`src/rtl/divider_sequencer.sv`:
```
// Controller for the pulse divider core: latches a host configuration, serially loads the
// divider and row-length shift registers, then runs rows separated by disable gaps.
module divider_sequencer #(
    parameter int SR_WIDTH     = 16,
    parameter int SHIFT_HALF   = 4,
    parameter int CLEAR_CYCLES = 4,
    parameter int GAP_CYCLES   = 16
) (
    input  logic                ctrl_clk,
    input  logic                ctrl_reset,
    input  logic [SR_WIDTH-1:0] cfg_divider,
    input  logic [SR_WIDTH-1:0] cfg_row_len,
    input  logic [15:0]         cfg_row_count,
    input  logic                cfg_start,
    input  logic                cfg_abort,
    input  logic                row_completed,
    output logic                sr_data,
    output logic                sr_clk,
    output logic                sr_sel_div,
    output logic                sr_sel_row,
    output logic                sr_reset,
    output logic                divide_enable,
    output logic                en_rowpack,
    output logic                busy,
    output logic                done,
    output logic                aborted,
    output logic [15:0]         rows_done
);
    localparam int CNT_W = 16;
    localparam logic [CNT_W-1:0] CLEAR_LAST = CNT_W'(CLEAR_CYCLES - 1);
    localparam logic [CNT_W-1:0] HALF_LAST  = CNT_W'(SHIFT_HALF - 1);
    localparam logic [CNT_W-1:0] GAP_LAST   = CNT_W'(GAP_CYCLES - 1);
    localparam logic [CNT_W-1:0] BIT_LAST   = CNT_W'(SR_WIDTH - 1);

    typedef enum logic [2:0] {
        S_IDLE, S_CLEAR, S_LOAD_DIV, S_LOAD_ROW, S_ARM, S_RUN, S_GAP, S_DONE
    } state_t;

    state_t              state_q, state_n;
    logic [CNT_W-1:0]    cnt_q, cnt_n;
    logic [CNT_W-1:0]    bit_q, bit_n;
    logic                phase_q, phase_n;
    logic [SR_WIDTH-1:0] shreg_q, shreg_n;
    logic [SR_WIDTH-1:0] div_q, row_q;
    logic [15:0]         count_q;
    logic [15:0]         rows_n;
    logic [1:0]          sync_q;
    logic                row_hist_q;
    logic                row_rise;
    logic                latch_cfg;
    logic                loading_n;

    logic sr_data_n, sr_clk_n, sr_sel_div_n, sr_sel_row_n, sr_reset_n;
    logic divide_enable_n, en_rowpack_n, busy_n, done_n, aborted_n;

    assign row_rise = sync_q[1] & ~row_hist_q;

    // Host handshake: cfg_start is a request taken only while busy=0 and cfg_abort=0; busy
    // stays high until the DONE or abort cycle completes, so no start is lost or double-taken.
    always_comb begin
        state_n   = state_q;
        cnt_n     = cnt_q;
        bit_n     = bit_q;
        phase_n   = phase_q;
        shreg_n   = shreg_q;
        rows_n    = rows_done;
        latch_cfg = 1'b0;
        aborted_n = 1'b0;

        if (state_q != S_IDLE && cfg_abort) begin
            state_n   = S_IDLE;
            aborted_n = 1'b1;
        end else begin
            case (state_q)
                S_IDLE: begin
                    if (cfg_start && !cfg_abort) begin
                        state_n   = S_CLEAR;
                        cnt_n     = '0;
                        rows_n    = '0;
                        latch_cfg = 1'b1;
                    end
                end
                S_CLEAR: begin
                    if (cnt_q == CLEAR_LAST) begin
                        state_n = S_LOAD_DIV;
                        cnt_n   = '0;
                        bit_n   = '0;
                        phase_n = 1'b0;
                        shreg_n = div_q;
                    end else begin
                        cnt_n = cnt_q + 1'b1;
                    end
                end
                S_LOAD_DIV, S_LOAD_ROW: begin
                    // Low half-period presents the bit, high half-period clocks it in.
                    if (cnt_q == HALF_LAST) begin
                        cnt_n = '0;
                        if (!phase_q) begin
                            phase_n = 1'b1;
                        end else begin
                            phase_n = 1'b0;
                            if (bit_q == BIT_LAST) begin
                                bit_n = '0;
                                if (state_q == S_LOAD_DIV) begin
                                    state_n = S_LOAD_ROW;
                                    shreg_n = row_q;
                                end else begin
                                    state_n = S_ARM;
                                    shreg_n = '0;
                                end
                            end else begin
                                bit_n   = bit_q + 1'b1;
                                shreg_n = shreg_q << 1;
                            end
                        end
                    end else begin
                        cnt_n = cnt_q + 1'b1;
                    end
                end
                S_ARM: state_n = S_RUN;
                S_RUN: begin
                    if (row_rise) begin
                        rows_n = rows_done + 16'd1;
                        cnt_n  = '0;
                        if (count_q != 16'd0 && rows_n == count_q) state_n = S_DONE;
                        else state_n = S_GAP;
                    end
                end
                S_GAP: begin
                    if (cnt_q == GAP_LAST) state_n = S_RUN;
                    else cnt_n = cnt_q + 1'b1;
                end
                S_DONE:  state_n = S_IDLE;
                default: state_n = S_IDLE;
            endcase
        end

        // Outputs are decoded from the next state so the registered pins line up with state_q.
        loading_n       = (state_n == S_LOAD_DIV) || (state_n == S_LOAD_ROW);
        sr_data_n       = loading_n & shreg_n[SR_WIDTH-1];
        sr_clk_n        = loading_n & phase_n;
        sr_sel_div_n    = (state_n == S_LOAD_DIV);
        sr_sel_row_n    = (state_n == S_LOAD_ROW);
        sr_reset_n      = (state_n == S_CLEAR);
        divide_enable_n = (state_n == S_RUN);
        en_rowpack_n    = (state_n == S_RUN);
        busy_n          = (state_n != S_IDLE);
        done_n          = (state_n == S_DONE);
    end

    always_ff @(posedge ctrl_clk) begin
        if (ctrl_reset) begin
            state_q       <= S_IDLE;
            cnt_q         <= '0;
            bit_q         <= '0;
            phase_q       <= 1'b0;
            shreg_q       <= '0;
            div_q         <= '0;
            row_q         <= '0;
            count_q       <= '0;
            rows_done     <= '0;
            sync_q        <= '0;
            row_hist_q    <= 1'b0;
            sr_data       <= 1'b0;
            sr_clk        <= 1'b0;
            sr_sel_div    <= 1'b0;
            sr_sel_row    <= 1'b0;
            sr_reset      <= 1'b0;
            divide_enable <= 1'b0;
            en_rowpack    <= 1'b0;
            busy          <= 1'b0;
            done          <= 1'b0;
            aborted       <= 1'b0;
        end else begin
            state_q    <= state_n;
            cnt_q      <= cnt_n;
            bit_q      <= bit_n;
            phase_q    <= phase_n;
            shreg_q    <= shreg_n;
            rows_done  <= rows_n;
            sync_q     <= {sync_q[0], row_completed};
            // History tracks in every state, so a level held across GAP is not a new edge.
            row_hist_q <= sync_q[1];
            if (latch_cfg) begin
                div_q   <= cfg_divider;
                row_q   <= cfg_row_len;
                count_q <= cfg_row_count;
            end
            sr_data       <= sr_data_n;
            sr_clk        <= sr_clk_n;
            sr_sel_div    <= sr_sel_div_n;
            sr_sel_row    <= sr_sel_row_n;
            sr_reset      <= sr_reset_n;
            divide_enable <= divide_enable_n;
            en_rowpack    <= en_rowpack_n;
            busy          <= busy_n;
            done          <= done_n;
            aborted       <= aborted_n;
        end
    end
endmodule

```
`config.mk`:
```
export PLATFORM = sky130hd
export DESIGN_NAME = divider_sequencer
export DESIGN_NICKNAME = d
export VERILOG_FILES = /design/src/rtl/divider_sequencer.sv
export SDC_FILE = /design/constraint.sdc
export NUM_CORES = 1
export LEC_CHECK = 0
export CAP_MARGIN = 20
export CORE_MARGIN = 8
export CORE_UTILIZATION = 62
export CTS_BUF_LIST = sky130_fd_sc_hd__clkbuf_8
export CTS_CLUSTER_DIAMETER = 100
export CTS_CLUSTER_SIZE = 24
export DETAILED_ROUTE_END_ITERATION = 8
export PLACE_DENSITY = 0.87
export SKIP_CTS_REPAIR_TIMING = 1
export SLEW_MARGIN = 10
export SYNTH_ARGS = -nofsm -noshare
export SYNTH_HDL_FRONTEND = slang
export SYNTH_SLANG_ARGS = --single-unit
```
`constraint.sdc`:
```
create_clock -name ctrl_clk -period 7.3 [get_ports ctrl_clk]
set_input_delay 0.73 -clock ctrl_clk [delete_from_list [all_inputs] [get_ports ctrl_clk]]
set_output_delay 0.73 -clock ctrl_clk [all_outputs]
set_load 0.05 [all_outputs]
```
==> flow_results.org <==
** STA
- At the pin with the least slew margin, the transition time is 0.9927 ns.
- Measured against its own limit, the worst slew margin works out to 33.82%.
- Final hold vios :: 0
- Min Tclk post-route :: 2.988 ns
- Setup violations remaining at the end of the flow were counted as 0.
- Fraction of the cycle the final worst path needs :: 40.94%
- Setup repair after global routing left no endpoint under its margin.
- The final max-slew violation count is 0.
- Fmax achieved :: 0.3346 GHz
- Between clock sinks in the finished design, the worst skew comes to 0.01182 ns.
- Setup Total Neg Slack :: 0 ns

** Layout
- Summing all flip-flop and latch instances after layout gives 2562 um^2.
- Of the cells placed in the final design, the portion with a size suffix greater than 1 is 7.521%.
- Net count of the finished layout :: 896
- Final cell area excluding filler cells :: 7512 um^2
- Leaving out fill and tap cells, the most frequent cell in the layout is sky130_fd_sc_hd__nand2_1.
- End-of-flow core utilization :: 74.44%
- Counting the fill cells in the layout gives 798.
- Relative to the synthesized area, the layout overhead comes to 18.89%.
- The number of antenna diodes in the final layout is 0.
- Leading cell types in the layout, fill and taps excluded :: sky130_fd_sc_hd__nand2_1, sky130_fd_sc_hd__dfxtp_1, sky130_fd_sc_hd__nor2_1
- In the final layout, the multi-input gates occupy 3520 um^2.

** Critical path
- Startpoint types :: flip-flop
- For this run, the slowest stage of the critical path takes 0.48 ns.
- Data required, critical path :: 7.62 ns
- The worst setup path is captured at a flip-flop.
- Critical path cell sequence :: ha_1, nand3_1, nor4_4, xnor2_1, nor4_1, nand4_1, a211oi_1
- Type of the worst setup path :: reg2reg
- The critical path contains buffers and inverters numbering 0 combined.
- Slowest cell on the critical path :: sky130_fd_sc_hd__nor4_1
- Biggest fanout along the worst timing path :: 11
- Data on the critical path arrives at its endpoint at 3.31 ns.
- Cell family with the largest share of critical-path delay :: simple AND/OR/NAND/NOR gates

** Clock network
- Clock insertion delay at the later pin of the skew report :: 0.44 ns
- Clock-pin slew on the worst setup and hold paths :: 0.07 ns
- Root buffer cell :: sky130_fd_sc_hd__clkbuf_8
- Counting the buffers created by CTS gives 17.
- Depth of the CTS H-tree :: 4
- Clock tree synthesis found a total of 128 sinks.
- In this run the deepest clock path goes through 2 buffers.
- TritonCTS clock tree :: yes

** Yosys
- Each instance of the synthesized netlist takes up on average 8.080 um^2.
- Cell count after synthesis :: 782
- Of the total synthesized cell area, the portion taken by XOR and XNOR cells is 6.515%.
- Count of warnings emitted by yosys :: 0
- The synthesized netlist devotes 17.45% of its cell area to compound gates.
- The number of nets in the synthesized netlist is 839.
- Share of the yosys chip area belonging to registers :: 40.55%
- Top flip-flop cell by instance count after synthesis :: sky130_fd_sc_hd__dfxtp_1
- Main combinational cell family by area after synthesis :: simple AND/OR/NAND/NOR gates
- Mapped Area :: 6319 um^2
- After synthesis, the share of cell area in mux cells is 0.4950%.
- Summing the areas of all fa, ha and maj instances in the mapped netlist gives 0.7921% of the synthesized area.
- Async SR Flop Fraction :: 0%
- Counting distinct cell types in the post-synthesis netlist gives 68.
- Synthesized-area fraction occupied by and/or/nand/nor cells :: 30.34%
- Number of synthesized register bits :: 128
- Number of synthesized flops with an enable pin :: 0

** Drt
- Dividing the detail-routed wire length by the instance count gives 15.81 um.
- Detailed-routing iteration count for the pre-antenna-repair pass :: 5
- Vias after detailed routing :: 5905
- First DRT Iteration DRCs :: 430
- Vias per inst :: 5.983
- Routed Antenna Nets :: 0
- Wires add up to 15.60 mm.
- In the routed design, unresolved DRC markers number 0.

** Pwr
- For this design the total switching power over the nets is 343.5 uW.
- Register share of total power :: 51.5%
- VDD sags by at most 0.0001262 V.
- Summed over all cells, the static leakage comes to 2.487 nW.
- Per report_power, the clock group accounts for 40.4% of the total.
- Combinational logic is responsible for 8.1% of the overall power.
- Fraction of power spent switching nets :: 24.22%
- Pint :: 1.075 mW
- The design draws 1.419 mW.
- Dividing total power by cell area gives a power density of 188.8 nW/um^2.

** Floorplanning
- 79 I/O pins were placed.
- The floorplan has 37 rows.
- From bottom edge to top edge, the die measures 117.0 um.
- Area enclosed by the die boundary :: 13680 um^2
- The initial utilization of the core area, before any placement, comes to 62.61%.
- The core region is 10090 um^2.
- Die Span X :: 117.0 um

** Placed design
- Buffers placed on the I/O ports in this run total 78.
- At the end of routability-driven placement, the weighted congestion stood at 0.9312.
- Area after DPL :: 7126 um^2
- After legalization and detailed placement, the total HPWL measured 10.73 mm.

** Min path
- Path class of the lowest-slack min-delay path :: reg2reg

** Status
- The run finished with clean final reports.

** GRT
- Pin count of the biggest net entering global routing :: 96
- Vias in the first global route :: 5544
- The initial antenna violation count came to 0.
- For this run the aggregate overflow at the end of global routing stands at 0.
- In the global route stage, overall resource usage came out at 23.76%.
- Wire length of the first global-routing pass :: 26.11 mm

** Flow run
- Max capacitance violation total :: 0
power by group through the flow:
stage / clock (mW) / sequential (mW) / combinational [mW]
6_report: 0.573 / 0.730 / 0.115
5_1_grt: 0.612 / 0.732 / 0.126
4_1_cts: 0.587 / 0.730 / 0.114
3_5_place_dp: 0 / 0.745 / 0.113
3_3_place_gp: 0 / 0.745 / 0.110
2_1_floorplan: 0 / 0.743 / 0.0683
cells by family after synthesis:
kind of cell	count (synthesis)
and+or+nand+nor	369
AOI/OAI and AO/OA	172
DFF	128
buffers and inverters	59
xor gates and xnor gates	47
adders and majority gates	4
muxes	3
registers in the layout (all words and copies together) (netlist names):
signal / flops
sr_clk: 1
shreg_q: 16
phase_q: 1
aborted: 1
busy: 1
rows_done: 16
row_q: 16
row_hist_q: 1
sync_q: 2
count_q: 16
sr_sel_div: 1
en_rowpack: 1
sr_data: 1
done: 1
state_q: 3
sr_reset: 1
div_q: 16
bit_q: 16
sr_sel_row: 1
cnt_q: 16
layer usage:
metal  track usage, %  vias up  wire (um)
li1                 -     2885          -
met1            29.90     2809       6986
met2            37.99      178       7484
met3            5.439       33        799
met4            10.92        0        332
met5                0        -          0
worst reg2reg max path, cell delays in order, from the launching register on:
cell	delay (ns)
sky130_fd_sc_hd__dfxtp_1	0.46
sky130_fd_sc_hd__ha_1	0.28
sky130_fd_sc_hd__nand3_1	0.37
sky130_fd_sc_hd__nor4_4	0.41
sky130_fd_sc_hd__xnor2_1	0.11
sky130_fd_sc_hd__nor4_1	0.48
sky130_fd_sc_hd__nand4_1	0.35
sky130_fd_sc_hd__a211oi_1	0.41
metrics by stage:
step           cells  setup WS [ns]  hold slack (ns)
6_report         987          4.312           0.4535
4_1_cts          986          4.240           0.4542
2_1_floorplan    782          4.571           0.4138
3_5_place_dp     955          3.773           0.4300
5_1_grt          987          4.167           0.4697
3_3_place_gp     955          3.957           0.4394
final cells by class:
type	count	area share [%]
Multi-Input combinational cell	595	46.85
Sequential cell	128	34.11
Timing Repair Buffer	87	11.33
Clock buffer	18	3.298
Tap cell	136	2.265
Clock inverter	13	1.649
Inverter	10	0.4997
synthesized netlist by cell type (9+ instances only):
cell type / instances / area (um^2)
sky130_fd_sc_hd__a211oi_1: 22 / 165.2
sky130_fd_sc_hd__a21oi_1: 72 / 360.4
sky130_fd_sc_hd__a2bb2oi_1: 15 / 131.4
sky130_fd_sc_hd__a31oi_1: 15 / 93.84
sky130_fd_sc_hd__buf_2: 12 / 60.06
sky130_fd_sc_hd__clkbuf_1: 32 / 120.1
sky130_fd_sc_hd__dfxtp_1: 128 / 2562
sky130_fd_sc_hd__inv_1: 9 / 33.78
sky130_fd_sc_hd__nand2_1: 133 / 499.2
sky130_fd_sc_hd__nand3_1: 24 / 120.1
sky130_fd_sc_hd__nand4_1: 10 / 62.56
sky130_fd_sc_hd__nor2_1: 81 / 304.0
sky130_fd_sc_hd__nor2b_1: 20 / 125.1
sky130_fd_sc_hd__nor3_1: 21 / 105.1
sky130_fd_sc_hd__nor4_1: 17 / 106.4
sky130_fd_sc_hd__o21ai_0: 20 / 100.1
sky130_fd_sc_hd__xnor2_1: 37 / 324.1
sky130_fd_sc_hd__xor2_1: 10 / 87.58
worst paths after layout:
kind	from	end	slack, ns	depth (start not counted)
setup / recovery	rows_done[0]	en_rowpack	4.31	7
setup reg to reg	rows_done[0]	en_rowpack	4.31	7
hold reg to reg	sync_q[0]	sync_q[1]	0.45	1
hold / removal	sync_q[0]	sync_q[1]	0.45	1
Note: power is estimated with default switching activity, not from simulation.
